`config.mk`:
```
export PLATFORM = sky130hd
export DESIGN_NAME = lru_replace_ctrl
export DESIGN_NICKNAME = d
export VERILOG_FILES = /design/src/rtl/lru_ctrl_pkg.sv /design/src/rtl/lru_victim_enc.sv /design/src/rtl/lru_replace_ctrl.sv
export SDC_FILE = /design/constraint.sdc
export NUM_CORES = 1
export LEC_CHECK = 0
export ABC_AREA = 1
export BUFFER_PORTS_ARGS = -buffer_cell sky130_fd_sc_hd__buf_4
export CAP_MARGIN = 30
export CORE_MARGIN = 4
export CORE_UTILIZATION = 45
export DETAILED_ROUTE_END_ITERATION = 10
export MAX_ROUTING_LAYER = met4
export PLACE_DENSITY = 0.84
export SYNTH_ARGS = -nofsm -noshare
export SYNTH_HDL_FRONTEND = slang
export SYNTH_SLANG_ARGS = --single-unit
```
`constraint.sdc`:
```
create_clock -name clk -period 1.6 [get_ports clk]
set_input_delay 0.32 -clock clk [delete_from_list [all_inputs] [get_ports clk]]
set_output_delay 0.32 -clock clk [all_outputs]
set_load 0.1 [all_outputs]
```
`src/rtl/lru_ctrl_pkg.sv`:
```
// lru_ctrl_pkg: shared state encoding, width helper and default sizes for the LRU replacement controller.
package lru_ctrl_pkg;

    typedef enum logic [1:0] {INIT, IDLE, READ, UPDATE} state_t;

    function automatic int clog2w(input int n);
        int r;
        r = 0;
        while ((1 << r) < n) r++;
        return r;
    endfunction

    localparam int DEF_WIDTH      = 4;
    localparam int DEF_INDEX_BITS = 8;
    localparam int DEPTH          = 1 << DEF_INDEX_BITS;
    localparam int WAY_BITS       = clog2w(DEF_WIDTH);

endpackage

```
`src/rtl/lru_victim_enc.sv`:
```
// lru_victim_enc: lowest-bit priority encoders for the invalid-way mask and the one-hot LRU vector.
module lru_victim_enc
    import lru_ctrl_pkg::*;
#(
    parameter int WIDTH = DEF_WIDTH,
    localparam int WB = clog2w(WIDTH)
) (
    input  logic [WIDTH-1:0] invalid,
    input  logic [WIDTH-1:0] vec,
    output logic             inv_any,
    output logic [WB-1:0]    inv_way,
    output logic [WB-1:0]    lru_way
);

    // Scanning downward lets the lowest set bit win; an all-zero input leaves way 0.
    always_comb begin
        inv_way = '0;
        lru_way = '0;
        for (int i = WIDTH - 1; i >= 0; i--) begin
            if (invalid[i]) inv_way = i[WB-1:0];
            if (vec[i]) lru_way = i[WB-1:0];
        end
    end

    assign inv_any = |invalid;

endmodule

```
`src/rtl/lru_replace_ctrl.sv`:
```
// lru_replace_ctrl: sweeps every LRU set after reset, then serves one lookup per 3 cycles.
// Define LRU_INVALID_FIRST_EN to prefer an invalid way over the LRU way on a miss.
module lru_replace_ctrl
    import lru_ctrl_pkg::*;
#(
    parameter int WIDTH      = DEF_WIDTH,
    parameter int INDEX_BITS = DEF_INDEX_BITS,
    localparam int WB = clog2w(WIDTH)
) (
    input  logic                  clk,
    input  logic                  rst_n,
    input  logic                  req_valid,
    output logic                  req_ready,
    input  logic [INDEX_BITS-1:0] req_index,
    input  logic                  req_hit,
    input  logic [WB-1:0]         req_hit_way,
    input  logic [WIDTH-1:0]      way_valid,
    output logic                  resp_valid,
    output logic [WB-1:0]         resp_way,
    output logic                  resp_victim,
    output logic                  init_done,
    output logic                  lru_reset,
    output logic [INDEX_BITS-1:0] lru_index,
    output logic [WB-1:0]         lru_access,
    output logic                  lru_access_valid,
    input  logic [WIDTH-1:0]      lru_vector
);

    state_t state, state_nx;
    logic [INDEX_BITS-1:0] cnt, cap_index;
    logic cap_hit;
    logic [WB-1:0] cap_hit_way, inv_way, lru_way, way;
    logic [WIDTH-1:0] cap_valid, invalid;
    logic inv_any;

    always_ff @(posedge clk or negedge rst_n) begin
        if (!rst_n) state <= INIT;
        else state <= state_nx;
    end

    always_ff @(posedge clk or negedge rst_n) begin
        if (!rst_n) begin
            cnt         <= '0;
            init_done   <= 1'b0;
            cap_index   <= '0;
            cap_hit     <= 1'b0;
            cap_hit_way <= '0;
            cap_valid   <= '0;
        end else begin
            if (state == INIT) cnt <= cnt + 1'b1;
            if (state == INIT && cnt == '1) init_done <= 1'b1;
            if (state == IDLE && req_valid) begin
                cap_index   <= req_index;
                cap_hit     <= req_hit;
                cap_hit_way <= req_hit_way;
                cap_valid   <= way_valid;
            end
        end
    end

`ifdef LRU_INVALID_FIRST_EN
    assign invalid = ~cap_valid;
`else
    logic unused_valid;
    assign unused_valid = ^cap_valid;
    assign invalid = '0;
`endif

    lru_victim_enc #(.WIDTH(WIDTH)) u_enc (
        .invalid (invalid),
        .vec     (lru_vector),
        .inv_any (inv_any),
        .inv_way (inv_way),
        .lru_way (lru_way)
    );

    always_comb begin
        state_nx = state;
        case (state)
            INIT:    state_nx = (cnt == '1) ? IDLE : INIT;
            IDLE:    state_nx = req_valid ? READ : IDLE;
            READ:    state_nx = UPDATE;
            default: state_nx = IDLE;
        endcase
        way              = cap_hit ? cap_hit_way : inv_any ? inv_way : lru_way;
        req_ready        = (state == IDLE);
        lru_reset        = (state == INIT);
        lru_index        = (state == INIT) ? cnt : cap_index;
        resp_valid       = (state == UPDATE);
        resp_way         = resp_valid ? way : '0;
        resp_victim      = resp_valid & ~cap_hit;
        lru_access       = resp_way;
        lru_access_valid = resp_valid;
    end

endmodule

```
==> results of run 1 <==
## registers in the layout, indices dropped and copies added, names as in the netlist
signal       flops
cap_hit          1
cap_hit_way      2
cap_index        8
cnt              8
init_done        1
state            2
## worst reg2reg max path: cells and delay by family, from the launching register on
kind | cells | cell delay, ps
flip-flops | 1 | 460
buffers and inverters | 3 | 470
AND/OR/NAND/NOR | 4 | 500
## layout by cell type (no fill, tap or decap), types with 7 or more instances in the layout
cell type and n:
buf_12 16, buf_6 9, inv_1 12, nand2_1 44
dfrtp_1 20, o21ai_4 7, nand3_1 16, buf_4 30
nand2_2 8
## per-layer routing
layer / track usage / routed length (um) / vias to the layer above
met1: 0.213 / 1270 / 567
met5: - / 0 / -
met3: 0.0392 / 161 / 13
met2: 0.429 / 1980 / 44
met4: 0.123 / 95 / 0
li1: - / - / 572
## how the worst max path moves through the flow
stage / slack [ps] / start / endpoint / depth (start not counted)
CTS: -190 / state[1] / lru_index[2] / 5
floorplan: -250 / cap_hit / resp_way[1] / 4
finish: -220 / state[0] / lru_index[2] / 5
detailed placement: 10 / state[1] / lru_index[6] / 5
global route: -250 / state[0] / lru_index[2] / 5
global placement: 50 / state[1] / lru_index[5] / 5
## cell type report
cell class                 instances  area (um2)
clock buffer                       4        26.3
fill                             154         453
multi-input combinational        104         686
timing repair buffer              56         657
sequential                        22         553
inverter                          15        65.1
tap                               30        37.5
## synthesized netlist by cell type
library cell	number
nand2_2	1
o21bai_1	1
nand2_1	52
o21ai_1	4
a21oi_1	3
nand3_1	17
o21ai_0	7
nor2_2	3
buf_2	1
dfrtp_1	22
nor2_1	4
nand4_1	2
or2_4	1
inv_2	2
nor2_4	1
xor2_1	2
o21ai_2	1
buf_4	3
buf_6	4
ha_1	1
inv_1	13
nand2_4	1
or2_2	1
o21a_1	1
## cell families after synthesis
logic type / synth area share
AO/OA/AOI/OAI: 0.0800
XOR/XNOR: 0.0149
adder cells (fa/ha/maj): 0.0107
buffers and inverters: 0.110
flip-flops: 0.469
AND/OR/NAND/NOR: 0.316
## stage by stage
step | setup slack [ps] | TNS, ps | cells
global placement | 51.6 | 0 | 214
detailed placement | 12.6 | 0 | 214
global route | -251 | -2790 | 231
finish | -216 | -1920 | 231
CTS | -192 | -1900 | 228
floorplan | -251 | -988 | 148
## what timing repair did
action | CTS | global route
gates resized for setup | 57 | 17
setup buffers | 8 | 3
pin swaps | 4 | 7
hold buffers | 1 | 0
gates cloned | 1 | 0
hold endpoints to repair | 22 | 0
setup endpoints to repair | 17 | 28
==> summary.md, run 1 <==
| Metric | Value |
|---|---|
| Status | `finished with violations` |
| Worst-Margin Slew | `271 ps` |
| R2R depth | `7` |
| Seq/Total Area, Yosys | `0.469` |
| Initial antenna violation count | `0` |
| Reg-to-reg critical path endpoint | `cap_index[0]` |
| DR pass1 iterations | `4` |
| Post-route antenna net violation count | `0` |
| Post-route minimum period | `1820 ps` |
| Dpl cell area | `1590 um2` |
| Area Overhead vs Synth | `72.5%` |
| Buffers on Ports | `35` |
| Tightest Hold Check Type | `input port to flop` |
| Design Area, Final | `2020 um2` |
| Min-delay src | `req_index[5]` |
| Period utilization | `1.14` |
| # rows | `18` |
| Distinct cells, synth | `24` |
| Hold path endpoint | `cap_index[5]` |
| First-pass GRT wire length | `5710 um` |
| Die Area | `3490 um2` |
| Share of layout cells above drive strength 1 | `0.468` |
| WP data required | `1280 ps` |
| CTS buffer count | `3` |
| Die Ht | `59.1 um` |
| Via count of the first global-routing pass | `1339` |
| Root buf cell | `clkbuf_4` |
| 1st-iter DRT viols | `11` |
| Clock buffer depth | `2` |
| Synth warn | `0` |
| Violated checks | `negative setup slack` |
| Grt total ovfl | `0` |
| CP startpoint kind | `flop` |
| IO Pins | `40` |
| WS Path Type | `flop to output pin` |
| Setup WS post-layout | `-216 ps` |
| Largest net degree at the start of global routing | `23` |
| Nets@finish | `225` |
| GRT Overall Usage | `0.227` |
| Slowest cell on crit path | `dfrtp_2` |
| Total number of vias | `1196` |
| Crit path buffers/inverters | `2` |
| GP Congestion | `0.873` |
| CTS Sinks | `22` |
| Worst R2R Start | `state[1]` |
| Yosys reg bits | `22` |
| Crit-path cells | `inv_4, nand2_8, or2_4, o21a_4, buf_12` |
| CP Max Fanout | `5` |
| Routed WL | `3500 um` |
| Synth Cell Area | `1170 um2` |
| FF-to-FF setup slack | `60 ps` |
| Drt via density | `5.18` |
| DRC viols | `0` |
| Clk_lat worst skew | `310 ps` |
| Hold WS | `237 ps` |
| H-tree depth | `1` |
| Setup crit end kind | `output pin` |
| Starting Density | `0.474` |
| CP arrival | `1500 ps` |
| Slew Limit Fails | `0` |
| Clock Skews | `7.16 ps` |
| RSZ-0062 raised after global routing | `true` |
| Detail Placement HPWL | `2310 um` |
| Area leader, netlist | `dfrtp_1` |
| Core Area | `2480 um2` |
| Top cells by area, synth | `dfrtp_1 (47%), nand2_1 (17%), nand3_1 (7.2%)` |
| Share of the synthesized area in the top cell type | `0.469` |
| F_max | `0.551 GHz` |
| Syn_nets | `171` |
| Mean Syn Cell Area | `7.93 um2` |
| CTS tree | `built` |
| ANT cells | `0` |
| Die Wd | `59.1 um` |
| Final setup vio count | `16` |
| Hold Path Stages | `3` |
| DR WL/cell | `15.2 um` |
| CP delay by family, top | `flip-flops` |
| Largest stage delay, worst path | `470 ps` |
| Final Util | `0.817` |
| Clock slew at reported path FFs | `120 ps` |
| Post-Synthesis Cells | `148` |
| Fin. Hold Viols | `0` |
| Max_cap viols | `0` |
| Slew margin rel. | `0.818` |
Power of run 1 is not shown: default switching activity piles up to over one toggle a cycle in this logic, so the estimate is an artifact.
==> run 2: changes to the inputs <==
--- a/config.mk
+++ b/config.mk
@@ -10,6 +10,7 @@
 export CAP_MARGIN = 30
 export CORE_MARGIN = 4
 export CORE_UTILIZATION = 45
+export CTS_BUF_LIST = sky130_fd_sc_hd__clkbuf_8 sky130_fd_sc_hd__clkbuf_16
 export DETAILED_ROUTE_END_ITERATION = 10
 export MAX_ROUTING_LAYER = met4
 export PLACE_DENSITY = 0.84
==> run 2 against run 1 <==
Effect of this change:
- first-iteration DRC count rose to 3.4 times the previous value
- clock skew fell by 4.8 ps
- fmax is 3.5% higher
- the flow still finishes with violations (negative setup slack)
- non-clock buffer count decreased by 1
==> summary.md, run 2 (synthesis gave the netlist of run 1 again) <==
| Metric | Value |
|---|---|
| CTS Sinks | `22 (unchanged)` |
| Worst-Margin Slew | `291 ps (+20.0 ps)` |
| Final setup vio count | `13 (-3)` |
| DR WL/cell | `15.8 um (+4.3%)` |
| # rows | `18 (unchanged)` |
| Multi-input combinational cell area | `674 um2 (-1.6%)` |
| Setup crit end kind | `output pin` |
| Post-route minimum period | `1760 ps (-60.9 ps)` |
| GRT Overall Usage | `0.236 (+0.00943)` |
| Clock Skews | `2.32 ps (-4.83 ps)` |
| WP data required | `1280 ps (about the same)` |
| Status | `finished with violations` |
| Crit-path cells | `inv_2, nand2_8, or2_4, o21a_4, buf_12` |
| Setup WS post-layout | `-155 ps (+60.9 ps)` |
| Largest stage delay, worst path | `420 ps (-50 ps)` |
| Fin Setup TNS | `-1220 ps (+699 ps)` |
| Buffers on Ports | `35 (unchanged)` |
| F_max | `0.570 GHz (+3.5%)` |
| DR pass1 iterations | `4 (unchanged)` |
| Total number of vias | `1217 (+1.8%)` |
| Drt via density | `5.29 (+2.2%)` |
| Starting Density | `0.474 (unchanged)` |
| Via count of the first global-routing pass | `1295 (-3.3%)` |
| CP arrival | `1440 ps (-60 ps)` |
| IO Pins | `40 (unchanged)` |
| Largest net degree at the start of global routing | `23 (unchanged)` |
| Die Area | `3490 um2 (unchanged)` |
| Fin. Hold Viols | `0 (unchanged)` |
| CTS buffer count | `3 (unchanged)` |
| Slowest cell on crit path | `dfrtp_1` |
| CTS tree | `built` |
| Die Wd | `59.1 um (unchanged)` |
| Violated checks | `negative setup slack` |
| Initial antenna violation count | `0 (unchanged)` |
| Die Ht | `59.1 um (unchanged)` |
| Tightest Hold Check Type | `input port to flop` |
| GP Congestion | `0.873 (unchanged)` |
| Clock slew at reported path FFs | `80 ps (-40 ps)` |
| Top Registers | `cap_index x8, cnt x8` |
| Max_cap viols | `0 (unchanged)` |
| Post-route antenna net violation count | `0 (unchanged)` |
| H-tree depth | `1 (unchanged)` |
| Leading cell type in the layout, fill and taps excluded | `nand2_1` |
| Share of layout cells above drive strength 1 | `0.455 (-0.0127)` |
| RSZ-0062 raised after global routing | `true` |
| First-pass GRT wire length | `5890 um (+3.1%)` |
| Setup WS pre-CTS | `12.6 ps (unchanged)` |
| Nets@finish | `224 (-0.44%)` |
| Final Util | `0.813 (-0.00404)` |
| CP startpoint kind | `flop` |
| Clk_lat worst skew | `260 ps (-50 ps)` |
| Hold WS | `294 ps (+57.1 ps)` |
| Area Overhead vs Synth | `71.6%` |
| Slew Limit Fails | `0 (unchanged)` |
| Commonest non-fill, non-tap cells in the layout | `nand2_1 (45), buf_4 (33), dfrtp_1 (21)` |
| 1st-iter DRT viols | `37 (+26)` |
| DRC viols | `0 (unchanged)` |
| Period utilization | `1.10 (-0.0381)` |
| Filler cell count | `158 (+2.6%)` |
| Routed WL | `3640 um (+3.9%)` |
| Core Area | `2480 um2 (unchanged)` |
| Crit path buffers/inverters | `2 (unchanged)` |
| CP delay by family, top | `flip-flops` |
| Slew margin rel. | `0.806 (-0.0114)` |
| Grt total ovfl | `0 (unchanged)` |
| Detail Placement HPWL | `2310 um (unchanged)` |
| CP Max Fanout | `5 (unchanged)` |
| WS Path Type | `flop to output pin` |
| Clock buffer depth | `2 (unchanged)` |
| Sequential Area | `552 um2 (-0.23%)` |
| ANT cells | `0 (unchanged)` |
| Root buf cell | `clkbuf_8` |
## run 2: cell count changes in the layout (fill, tap and decap cells not counted), moves of 2 or more
cell      previous run  this run
clkbuf_4             3         0
nand2_4              0         2
nand2_2              8         6
clkbuf_8             0         3
buf_6                9         4
buf_4               30        33
## run 2: final cells by class
cell class / count / area share
Clock buffer: 3 / 0.0205
Clock inverter: 1 / 0.00186
Inverter: 15 / 0.0311
Multi-Input combinational cell: 104 / 0.335
Sequential cell: 22 / 0.274
Tap cell: 30 / 0.0186
Timing Repair Buffer: 55 / 0.319
## run 2: worst paths after layout
check | startpoint | end | slack, ps | depth (start not counted)
max in group asynchronous | rst_n | state[1] | 870 | 2
setup reg to reg | state[0] | cap_index[0] | 100 | 8
setup / recovery | state[0] | lru_index[2] | -160 | 5
min in group asynchronous | rst_n | init_done | 490 | 2
hold / removal | req_hit_way[0] | cap_hit_way[0] | 290 | 3
hold reg to reg | cap_hit_way[1] | cap_hit_way[1] | 470 | 2
## run 2: tightest hold or removal path, cell delays in order
cell	delay, ps
buf_4	80
nand3_1	60
nand2_1	60
## run 2: metal layers
metal  part of all wire  GRT usage  wire, um
met5                  0          -         0
met4              0.019     0.0809        68
met3              0.043     0.0349       157
met2               0.57      0.446      2070
met1               0.37      0.246      1350
## run 2: per-stage QoR
| stage | cell area (um2) | std cells |
|---|---|---|
| final | 2010 | 230 |
| after detailed placement | 1590 | 214 |
| after CTS | 1950 | 229 |
| after global placement | 1590 | 214 |
| after global routing | 2010 | 230 |
| after floorplan | 1340 | 148 |
## run 2: timing repair
| item | in CTS | in global routing |
|---|---|---|
| gates cloned | 1 | 0 |
| hold buffers | 1 | 0 |
| setup endpoints to repair | 17 | 28 |
| setup buffers | 9 | 1 |
| pin swaps | 4 | 7 |
| endpoints found under the hold margin | 22 | 0 |
| gates resized for setup | 51 | 14 |
Power of run 2 is left out for the same reason.
==> run 3: changes to the inputs <==
--- a/config.mk
+++ b/config.mk
@@ -6,7 +6,7 @@
 export NUM_CORES = 1
 export LEC_CHECK = 0
 export ABC_AREA = 1
-export BUFFER_PORTS_ARGS = -buffer_cell sky130_fd_sc_hd__buf_4
+export BUFFER_PORTS_ARGS = -buffer_cell sky130_fd_sc_hd__buf_2
 export CAP_MARGIN = 30
 export CORE_MARGIN = 4
 export CORE_UTILIZATION = 45
==> run 3 against run 2 <==
Effect of this change:
- the flow still finishes with violations (negative setup slack)
- routed wire length down 10%
- fmax is 1.1% higher
- setup slack improved by 20 ps
- register-to-register slack improved by 20 ps
- global-route usage down 2.9 points
- final cell count decreased by 0.87%
- largest cell class unchanged
- via count is 1.7% lower
- critical endpoint unchanged
- critical path depth unchanged
- die area unchanged
- clock skew is 2.6 ps higher
- sequential cell count did not move
- count of clock-buffer cells in the layout grew 1
- highest routed layer unchanged
==> summary.md, run 3 (synthesis gave the netlist of run 1 again) <==
| Metric | Value |
|---|---|
| Setup WS post-layout | `-136 ps (+19.7 ps)` |
| WP data required | `1280 ps (about the same)` |
| Hold WS | `11.5 ps (-282 ps)` |
| Core Area | `2480 um2 (unchanged)` |
| Largest net degree at the start of global routing | `23 (unchanged)` |
| Tightest Hold Check Type | `input port to asynchronous set/reset pin` |
| Post-route antenna net violation count | `0 (unchanged)` |
| Starting Density | `0.474 (unchanged)` |
| Die Wd | `59.1 um (unchanged)` |
| Buffers on Ports | `35 (unchanged)` |
| Clk_lat worst skew | `260 ps (about the same)` |
| GRT Overall Usage | `0.207 (-0.0293)` |
| Period utilization | `1.08 (-0.0123)` |
| Top Registers | `cap_index x8, cnt x8` |
| First-pass GRT wire length | `5400 um (-8.3%)` |
| Final setup vio count | `16 (+3)` |
| CTS tree | `built` |
| DR WL/cell | `14.3 um (-9.7%)` |
| Drt via density | `5.25 (-0.86%)` |
| Via count of the first global-routing pass | `1304 (+0.69%)` |
| Clock buffer depth | `2 (unchanged)` |
| Design Area, Final | `1940 um2 (-3.7%)` |
| DR pass1 iterations | `4 (unchanged)` |
| Commonest non-fill, non-tap cells in the layout | `nand2_1 (46), dfrtp_1 (21), buf_2 (18)` |
| Filler cell count | `161 (+1.9%)` |
| CTS buffer count | `3 (unchanged)` |
| Area Overhead vs Synth | `65.4%` |
| RSZ-0062 raised after global routing | `true` |
| # rows | `18 (unchanged)` |
| Status | `finished with violations` |
| Routed WL | `3260 um (-10%)` |
| DRC viols | `0 (unchanged)` |
| Die Ht | `59.1 um (unchanged)` |
| Setup crit end kind | `output pin` |
| IO Pins | `40 (unchanged)` |
| WS Path Type | `flop to output pin` |
| GP Congestion | `0.804 (-7.8%)` |
| Violated checks | `negative setup slack` |
| Worst-Margin Slew | `494 ps (+203 ps)` |
| 1st-iter DRT viols | `26 (-30%)` |
| Root buf cell | `clkbuf_8` |
| Clock slew at reported path FFs | `80 ps (about the same)` |
| CP arrival | `1420 ps (-20 ps)` |
| Slew Limit Fails | `0 (unchanged)` |
| Initial antenna violation count | `0 (unchanged)` |
| CP Max Fanout | `6 (+1)` |
| Total number of vias | `1196 (-1.7%)` |
| Grt total ovfl | `0 (unchanged)` |
| Setup WS pre-CTS | `89.8 ps (+77.3 ps)` |
| ANT cells | `0 (unchanged)` |
| Detail Placement HPWL | `2260 um (-2.4%)` |
| Nets@finish | `222 (-0.89%)` |
| FF-to-FF setup slack | `120 ps (+20 ps)` |
| Fin. Hold Viols | `0 (unchanged)` |
| Clock Skews | `4.94 ps (+2.62 ps)` |
| Die Area | `3490 um2 (unchanged)` |
| H-tree depth | `1 (unchanged)` |
| Share of layout cells above drive strength 1 | `0.455 (about the same)` |
| CP startpoint kind | `flop` |
| Dpl cell area | `1740 um2 (+9.1%)` |
| Post-route minimum period | `1740 ps (-19.7 ps)` |
| Leading cell type in the layout, fill and taps excluded | `nand2_1` |
| F_max | `0.576 GHz (+1.1%)` |
| Slew margin rel. | `0.671 (-0.135)` |
| Max_cap viols | `0 (unchanged)` |
| CTS Sinks | `22 (unchanged)` |
run 3: worst max-delay path, stage by stage (launching register included):
cell and delay (ps):
dfrtp_2 450, inv_2 90, nand2_4 80, or2_4 250
o21a_4 130, buf_12 160
run 3: worst paths after layout:
kind	from	depth (start not counted)	end
setup / recovery	state[1]	5	lru_index[2]
hold / removal	rst_n	1	init_done
setup reg to reg	state[1]	7	cap_hit
hold reg to reg	init_done	1	init_done
max in group asynchronous	rst_n	1	state[1]
min in group clk	req_index[4]	3	cap_index[4]
run 3: per-layer routing:
metal  GRT usage  wire length [um]
met2       0.385              1760
met5           -                 0
met4      0.0809                76
met1       0.215              1210
met3      0.0327               213
run 3: timing repair:
action | 4_1_cts | 5_1_grt
setup buffers | 9 | 4
setup endpoints to repair | 13 | 16
resized for setup | 7 | 6
pin swaps | 4 | 3
hold buffers | 0 | 0
run 3: metrics by stage:
stage,utilization,cells,TNS [ps]
global route,0.783,228,-2030
finish,0.783,228,-1440
global placement,0.702,211,0
CTS,0.763,224,-532
detailed placement,0.702,211,0
floorplan,-,148,-988
run 3: area by class of cell:
cell class                 instances  area, um2  area share
multi-input combinational        103        652       0.336
timing repair buffer              54        584       0.301
sequential                        22        552       0.284
inverter                          15       60.1      0.0309
clock buffer                       4       55.1      0.0284
tap                               30       37.5      0.0193
Power of run 3 is left out for the same reason.
